**src/rtl/key_matrix_emu.sv**
```systemverilog
// Responder end of a 4x4 column-scan keypad: emulates one key held at a time,
// with LFSR-driven contact bounce on make and break.
module key_matrix_emu #(
  parameter int T1ms       = 50_000,
  parameter int BOUNCE_MS  = 5,
  parameter int BOUNCE_DIV = 997
) (
  input  logic       clk,
  input  logic       rst,
  input  logic       cmd_valid,
  output logic       cmd_ready,
  input  logic [3:0] cmd_key,
  input  logic [7:0] cmd_hold_ms,
  input  logic [3:0] col,
  output logic [3:0] row,
  output logic       busy,
  output logic       done
);

  localparam int TICK_W = (T1ms > 1) ? $clog2(T1ms) : 1;
  localparam int DIV_W  = (BOUNCE_DIV > 1) ? $clog2(BOUNCE_DIV) : 1;
  localparam logic [TICK_W-1:0] TICK_LAST = TICK_W'(T1ms - 1);
  localparam logic [DIV_W-1:0]  DIV_LAST  = DIV_W'(BOUNCE_DIV - 1);
  localparam logic [7:0]        BMS_LAST  = 8'(BOUNCE_MS - 1);
  localparam logic [15:0]       LFSR_SEED = 16'hACE1;

  typedef enum logic [1:0] {IDLE, BOUNCE_IN, HOLD, BOUNCE_OUT} state_t;

  state_t            state;
  logic [TICK_W-1:0] tick;
  logic [7:0]        ms;
  logic [DIV_W-1:0]  div;
  logic [15:0]       lfsr;
  logic [3:0]        key;
  logic [7:0]        hold_last;
  logic [7:0]        phase_last;
  logic              ms_wrap;
  logic              phase_end;
  logic              bouncing;
  logic              contact;
  logic              accept;

  function automatic logic [15:0] lfsr_step(input logic [15:0] s);
    return {s[14:0], s[15] ^ s[13] ^ s[12] ^ s[10]};
  endfunction

  assign accept    = cmd_valid && cmd_ready;
  assign bouncing  = (state == BOUNCE_IN) || (state == BOUNCE_OUT);
  assign ms_wrap   = (tick == TICK_LAST);
  assign phase_end = ms_wrap && (ms == phase_last);
  assign contact   = (state == HOLD) || (bouncing && lfsr[0]);

  always_comb begin
    phase_last = BMS_LAST;
    if (state == HOLD)
      phase_last = hold_last;
  end

  // Passive switch: only the latched row can be pulled low, and only by its column.
  always_comb begin
    row = 4'b1111;
    row[key[3:2]] = col[key[1:0]] | ~contact;
  end

  // Key and hold time are plain data, captured on accept and never reset.
  always_ff @(posedge clk) begin
    if (accept) begin
      key       <= cmd_key;
      hold_last <= (cmd_hold_ms == 8'd0) ? 8'd0 : cmd_hold_ms - 8'd1;
    end
  end

  always_ff @(posedge clk) begin
    if (rst) begin
      state     <= IDLE;
      cmd_ready <= 1'b1;
      busy      <= 1'b0;
      done      <= 1'b0;
      tick      <= '0;
      ms        <= '0;
      div       <= '0;
      lfsr      <= LFSR_SEED;
    end else begin
      done <= 1'b0;
      tick <= ms_wrap ? '0 : tick + 1'b1;
      if (ms_wrap)
        ms <= ms + 8'd1;

      // The bounce divider only counts bounce cycles, so the pattern is reproducible.
      if (bouncing) begin
        if (div == DIV_LAST) begin
          div  <= '0;
          lfsr <= lfsr_step(lfsr);
        end else begin
          div <= div + 1'b1;
        end
      end

      case (state)
        IDLE: begin
          tick <= '0;
          ms   <= '0;
          if (accept) begin
            state     <= (BOUNCE_MS == 0) ? HOLD : BOUNCE_IN;
            cmd_ready <= 1'b0;
            busy      <= 1'b1;
          end else begin
            busy <= 1'b0;
          end
        end
        BOUNCE_IN: begin
          if (phase_end) begin
            state <= HOLD;
            tick  <= '0;
            ms    <= '0;
          end
        end
        HOLD: begin
          if (phase_end) begin
            tick <= '0;
            ms   <= '0;
            if (BOUNCE_MS == 0) begin
              state     <= IDLE;
              cmd_ready <= 1'b1;
              done      <= 1'b1;
            end else begin
              state <= BOUNCE_OUT;
            end
          end
        end
        BOUNCE_OUT: begin
          // busy stays high through the done cycle so back-to-back presses look continuous.
          if (phase_end) begin
            state     <= IDLE;
            cmd_ready <= 1'b1;
            done      <= 1'b1;
            tick      <= '0;
            ms        <= '0;
          end
        end
        default: begin
          state     <= IDLE;
          cmd_ready <= 1'b1;
          busy      <= 1'b0;
        end
      endcase
    end
  end

endmodule

```
**config.mk**
```make
export PLATFORM = sky130hd
export DESIGN_NAME = key_matrix_emu
export DESIGN_NICKNAME = d
export VERILOG_FILES = /design/src/rtl/key_matrix_emu.sv
export SDC_FILE = /design/constraint.sdc
export NUM_CORES = 1
export LEC_CHECK = 0
export ABC_AREA = 1
export BUFFER_PORTS_ARGS = -buffer_cell sky130_fd_sc_hd__buf_2
export CORE_ASPECT_RATIO = 0.6
export CORE_MARGIN = 4
export CORE_UTILIZATION = 51
export CTS_BUF_LIST = sky130_fd_sc_hd__clkbuf_2
export DETAILED_ROUTE_END_ITERATION = 12
export PLACE_DENSITY = 0.69
export SYNTH_ARGS = -nofsm -noshare
export SYNTH_HDL_FRONTEND = slang
export SYNTH_SLANG_ARGS = --single-unit
```
**constraint.sdc**
```tcl
create_clock -name clk -period 4.6 [get_ports clk]
set_clock_uncertainty 0.05 [all_clocks]
set_input_delay 0.46 -clock clk [delete_from_list [all_inputs] [get_ports clk]]
set_output_delay 0.46 -clock clk [all_outputs]
set_load 0.05 [all_outputs]
```
[Word-level counts from Yosys, hierarchy flattened]
Cells that the tools add are included.
Word-level totals
  register bits: 67
  input bits: 19
  logic and storage cells: 72
Operators by class
  add/sub/neg operators: 4
  order comparisons: 3
  equal/unequal tests: 11
  mux-type cells: 22
  bitwise gates (word level): 8
  reduce and logical (&&, ||, !) cells: 14
Operators with widths (number)
  2-to-1 mux 16 bit: 2
  case mux 16 bit (2 select lines): 1
  2-to-1 mux 8 bit: 3
  adder 16 x 1 -> 16 bit (second input constant): 1
  equality test 16 bit (second input constant): 1
  case mux 8 bit (2 select lines): 1
  adder 10 x 1 -> 10 bit (second input constant): 1
  equality test 10 bit (second input constant): 1
  2-to-1 mux 10 bit: 1
  adder 8 x 1 -> 8 bit (second input constant): 1
  equality test 8 bit: 1
  logical NOT 8 bit: 1
  2-to-1 mux 2 bit: 4
  inequality test 2 bit (second input constant): 4
  case mux 2 bit (4 select lines): 1
  subtractor 8 x 1 -> 8 bit (second input constant): 1
  < comparator 2 x 3 -> 1 bit (second input constant): 2
  2-to-1 mux 1 bit: 6
  equality test 2 bit (second input constant): 2
  logical AND 1 bit: 4
  NOT 4 bit: 1
  OR 4 bit: 1
  AND reduction 4 bit: 1
  inequality test 3 x 1 -> 1 bit (second input constant): 1
  other kinds (15): 19

[Logic depth before layout (Yosys ltp)]
  depth after elaboration: 7
  depth in mapped cells: 14
  gate-level depth less buffers: 13

[Worst setup path after synthesis]
Ideal clock, no wire load.
  kind: input-to-reg
  start: input cmd_hold_ms[0]
  end: register hold_last[2], data pin
  setup time: 0.272 ns
  arrival time: 1.531 ns
  required time: 4.278 ns
  path slack: 2.747 ns
  stages: 11
  cell sequence: inv_1 -> ha_1 -> inv_1 -> nor2_1 -> nand2_1 -> nor2_1 -> nand2_1 -> nor2_1 -> inv_1 -> nor2_1 -> a21oi_1
Between the ends
  word-level cells in the longest chain between the ends: 1
RTL lines
  start: declaration: line 13  | input logic [7:0] cmd_hold_ms,
  subtractor 8 x 1 -> 8 bit / logical NOT 8 bit (equally long branches): line 69  | hold_last <= (cmd_hold_ms == 8'd0) ? 8'd0 : cmd_hold_ms - 8'd1;
  end signal: assignment: line 69
  end: declaration: line 35  | logic [7:0] hold_last;
Parallel ways exist; a longest one is shown, timed or not.
A chain may end at the register's enable or synchronous reset.

[Final worst setup path]
  start: register state[1]
  end: output row[0]
Between the ends
  word-level cells in the longest chain between the ends: 7
RTL lines
  start: declaration: line 29  | state_t state;
  start signal: assignment: line 104  | state <= (BOUNCE_MS == 0) ? HOLD : BOUNCE_IN;
  equality test 2 x 1 -> 1 bit / equality test 2 bit (equally long branches): line 48  | assign bouncing = (state == BOUNCE_IN) || (state == BOUNCE_OUT);
  logical OR 1 bit: line 48
  logical AND 1 bit: line 51  | assign contact = (state == HOLD) || (bouncing && lfsr[0]);
  logical OR 1 bit *: line 51
  NOT 1 bit *: line 62  | row[key[3:2]] = col[key[1:0]] | ~contact;
  OR 1 bit *: line 62
  OR 4 bit (no line) *
  end: declaration: line 15  | output logic [3:0] row,
Every way passes the cells marked *; elsewhere a longest branch is shown, timed or not.

==> summary.md <==
| Metric | Value |
|---|---|
| Status | `finished, final reports clean` |
| RSZ-0062 raised after global routing | `no` |
| Top FF cell, synth | `dfxtp_1` |
| Die Span Y | `71.0 um` |
| Register area share after synthesis | `43.3%` |
| Post-synth cell types | `37` |
| Multi-input gate area | `1590 um^2` |
| Vias per cell | `5.07` |
| Fillers | `569` |
| Worst path top cell family by delay | `compound AO/OA/AOI/OAI gates` |
| Final setup viols | `0` |
| Die area | `8030 um^2` |
| Hold/Removal Path Class | `in2reg` |
| Yosys reg bits | `67` |
| Sequential share of power | `43.2%` |
| Final worst-path cycle share | `54.7%` |
| Drt pass-1 iters | `5` |
| Post-DP HPWL | `a little over 5000 um` |
| Slew @ Worst Pin | `roughly 0.94 ns` |
| Max Buffers Root-to-Sink | `2` |
| Hold Fails Final Rpt | `0` |
| CP max FO | `5` |
| Critical path class | `reg2out` |
| CTS tree | `done` |
| Setup crit start kind | `flop` |
| Post-DR wirelength/cell | `11.9 um` |
| DRT Wirelength | `~6800 um` |
| Worst path required time | `4.09 ns` |
| Max Clock Freq | `398 MHz` |
| Sw Share | `between 30% and 40%` |
| Hold Buf Count CTS | `0` |
| Gates resized, CTS repair | `0` |
| Setup_tns | `0 ns` |
| Max-cap violations | `0` |
| Tmin final | `2.51 ns` |
| Initial DRC count | `269` |
| Port bufs | `25` |
| Slew Viols, Final | `0` |
| Slowest-stage cell, CP | `dfxtp_1` |
| Total Routing Usage GR | `18.0%` |
| CP Capture Point | `row[0]` |
| Die Wd | `113 um` |
| Post-synth ARST share | `0%` |
| Antenna-violating nets left | `0` |
| Worst EP arrival | `~2.0 ns` |
| Total number of vias | `2,915` |
| Reg2reg setup slack | `about 2.3 ns` |
| Core ar. | `6280 um^2` |
| H-tree Lvls | `3` |
| Final Net Count | `515` |
| Internal power | `982 uW` |
| Synthesized instance count | `457` |
| Antenna cells | `0` |
| Reg clk slew, reported paths | `0.19 ns` |
| Row cnt | `22` |
| DRC viols | `0` |
| CP cell instances | `inv_1 -> o21ai_0 -> o221ai_1 -> nor2_1 -> nand2_1 -> buf_2` |
| Initial core utilization | `53.8%` |
| Initial antenna violation count | `0` |
| Share of layout cells above drive strength 1 | `14.3%` |
| Cell area after layout | `around 3700 um^2` |
| IO Pins | `26` |
| Clk Latency, worst-skew pair | `0.52 ns` |
| Routability-driven placement congestion ratio | `0.872` |
| CP peak stage delay | `0.41 ns` |
| R2R depth | `10` |
| Post-synth EDFFs | `12` |
| Peak supply drop | `around 0.28 mV` |
| Vias in the first global route | `2,527` |
| Storage cell area | `roughly 1500 um^2` |
| Reg2Reg Launch Point | `state[1]` |
| Static Leak | `0.00148 uW` |
| Largest net degree at the start of global routing | `28` |
| Ys Warns | `0` |
| Clock power share | `between 20% and 30%` |
| CTS buffer count | `9` |
| Post-DP Area | `3530 um^2` |
| Crit Reg-Reg Endpoint | `div[5]` |
| Pwr per Cell Area | `431 nW/um^2` |
| Comb power frac | `31.0%` |
| CP Depth | `6` |
| Global-route wire length before repair | `11,600 um` |
| Syn Std Cell Area | `approximately 3400 um^2` |
| Clk root buf | `clkbuf_2` |
| TritonCTS Sinks | `67` |
| Crit path buf inv count | `2` |
| Synthesized net count | `roughly 490` |
| Crit path from | `state[1]` |
| Grt ovf | `0` |
| Synth-to-layout area growth | `9.56%` |
| Post-CTS setup buffers | `0` |
| Setup crit end kind | `output port` |
| Synth Area per Inst | `7.39 um^2` |
| Sw Pwr | `612 uW` |
| Relative slew slack | `37.6%` |
==> synthesized netlist by cell type (3+ instances only) <==
| library cell | number | area share (%) |
|---|---|---|
| nand2_1 | 100 | 11 |
| inv_1 | 59 | 6.6 |
| dfxtp_1 | 55 | 33 |
| nor2_1 | 54 | 6.0 |
| nand3_1 | 33 | 4.9 |
| a21oi_1 | 31 | 4.6 |
| o21ai_0 | 24 | 3.6 |
| edfxtp_1 | 12 | 11 |
| ha_1 | 10 | 3.7 |
| nor3_1 | 10 | 1.5 |
| nand4_1 | 9 | 1.7 |
| inv_2 | 8 | 0.89 |
| nor2_2 | 5 | 0.93 |
| buf_6 | 4 | 1.3 |
| o211ai_2 | 4 | 1.5 |
| or2_2 | 4 | 0.74 |
| a31oi_1 | 3 | 0.56 |
| xnor2_1 | 3 | 0.78 |
==> state kept, by name, summed over array words and instances, names as in the netlist <==
signal     flops
busy           1
cmd_ready      1
div           10
done           1
hold_last      8
key            4
lfsr          16
ms             8
state          2
tick          16
==> stage by stage <==
step	hold slack, ns	instances	total power [uW]	setup WS, ns	util [%]
2_1_floorplan	0.379	457	1080	2.75	-
3_3_place_gp	0.399	557	1170	2.37	56.3
3_5_place_dp	0.404	557	1190	2.30	56.3
4_1_cts	0.00942	573	1600	2.00	58.6
5_1_grt	0.00293	575	1720	1.80	58.9
6_report	0.0689	575	1590	2.09	58.9
==> cell type report <==
class	instances	area share, %
Clock buffer	9	1.22
Clock inverter	7	2.71
Inverter	67	6.80
Multi-Input combinational cell	314	43.0
Sequential cell	67	39.5
Tap cell	84	2.84
Timing Repair Buffer	27	3.92
==> cells by family (layout without fill, tap and decap cells) <==
logic type | Yosys count | count (layout) | share of synthesized area (%)
mux | 1 | 1 | 0.297
xor+xnor | 5 | 5 | 1.30
fa+ha+maj | 10 | 10 | 3.71
buf+inv | 76 | 110 | 9.60
flops | 67 | 67 | 43.3
compound gates | 68 | 68 | 11.4
simple gates | 230 | 230 | 30.4
==> worst min-delay path by stage <==
stage | endpoint | cells past startpoint | from | slack, ns
after floorplan | lfsr[6] | 2 | lfsr[5] | 0.38
after global placement | lfsr[8] | 2 | lfsr[7] | 0.40
after detailed placement | lfsr[8] | 2 | lfsr[7] | 0.40
after CTS | key[3] | 1 | cmd_key[3] | 0.009
after global routing | key[1] | 1 | cmd_key[1] | 0.003
final | key[1] | 1 | cmd_key[1] | 0.07
==> cells in the final DEF (no fill, tap or decap), types with 3 or more instances in the layout <==
| cell | Yosys | layout |
|---|---|---|
| buf_2 | 1 | 25 |
| ha_1 | 10 | 10 |
| dfxtp_1 | 55 | 55 |
| o21ai_0 | 24 | 24 |
| inv_2 | 8 | 8 |
| nor2_2 | 5 | 5 |
| nand2_1 | 100 | 100 |
| a21oi_1 | 31 | 31 |
| or2_2 | 4 | 4 |
| nor2_1 | 54 | 54 |
| a31oi_1 | 3 | 3 |
| clkbuf_2 | 0 | 9 |
| inv_1 | 59 | 59 |
| nand4_1 | 9 | 9 |
| o211ai_2 | 4 | 4 |
| edfxtp_1 | 12 | 12 |
| nor3_1 | 10 | 10 |
| xnor2_1 | 3 | 3 |
| nand3_1 | 33 | 33 |
==> power groups by stage <==
| stage | logic [uW] | registers, uW | clock network [uW] |
|---|---|---|---|
| 6_report | 495 | 688 | 411 |
| 2_1_floorplan | 368 | 715 | 0 |
| 3_3_place_gp | 475 | 697 | 0 |
| 3_5_place_dp | 487 | 700 | 0 |
| 4_1_cts | 490 | 688 | 423 |
| 5_1_grt | 568 | 695 | 453 |
==> metal layers <==
| layer | wire length, um | global-route usage [%] | up-vias |
|---|---|---|---|
| met4 | 68 | 5.47 | 0 |
| met5 | 0 | 0 | - |
| met2 | 2710 | 24.5 | 87 |
| met1 | 3620 | 26.7 | 1280 |
| met3 | 436 | 6.07 | 6 |
| li1 | - | - | 1542 |
Note: power is estimated with default switching activity, not from simulation.
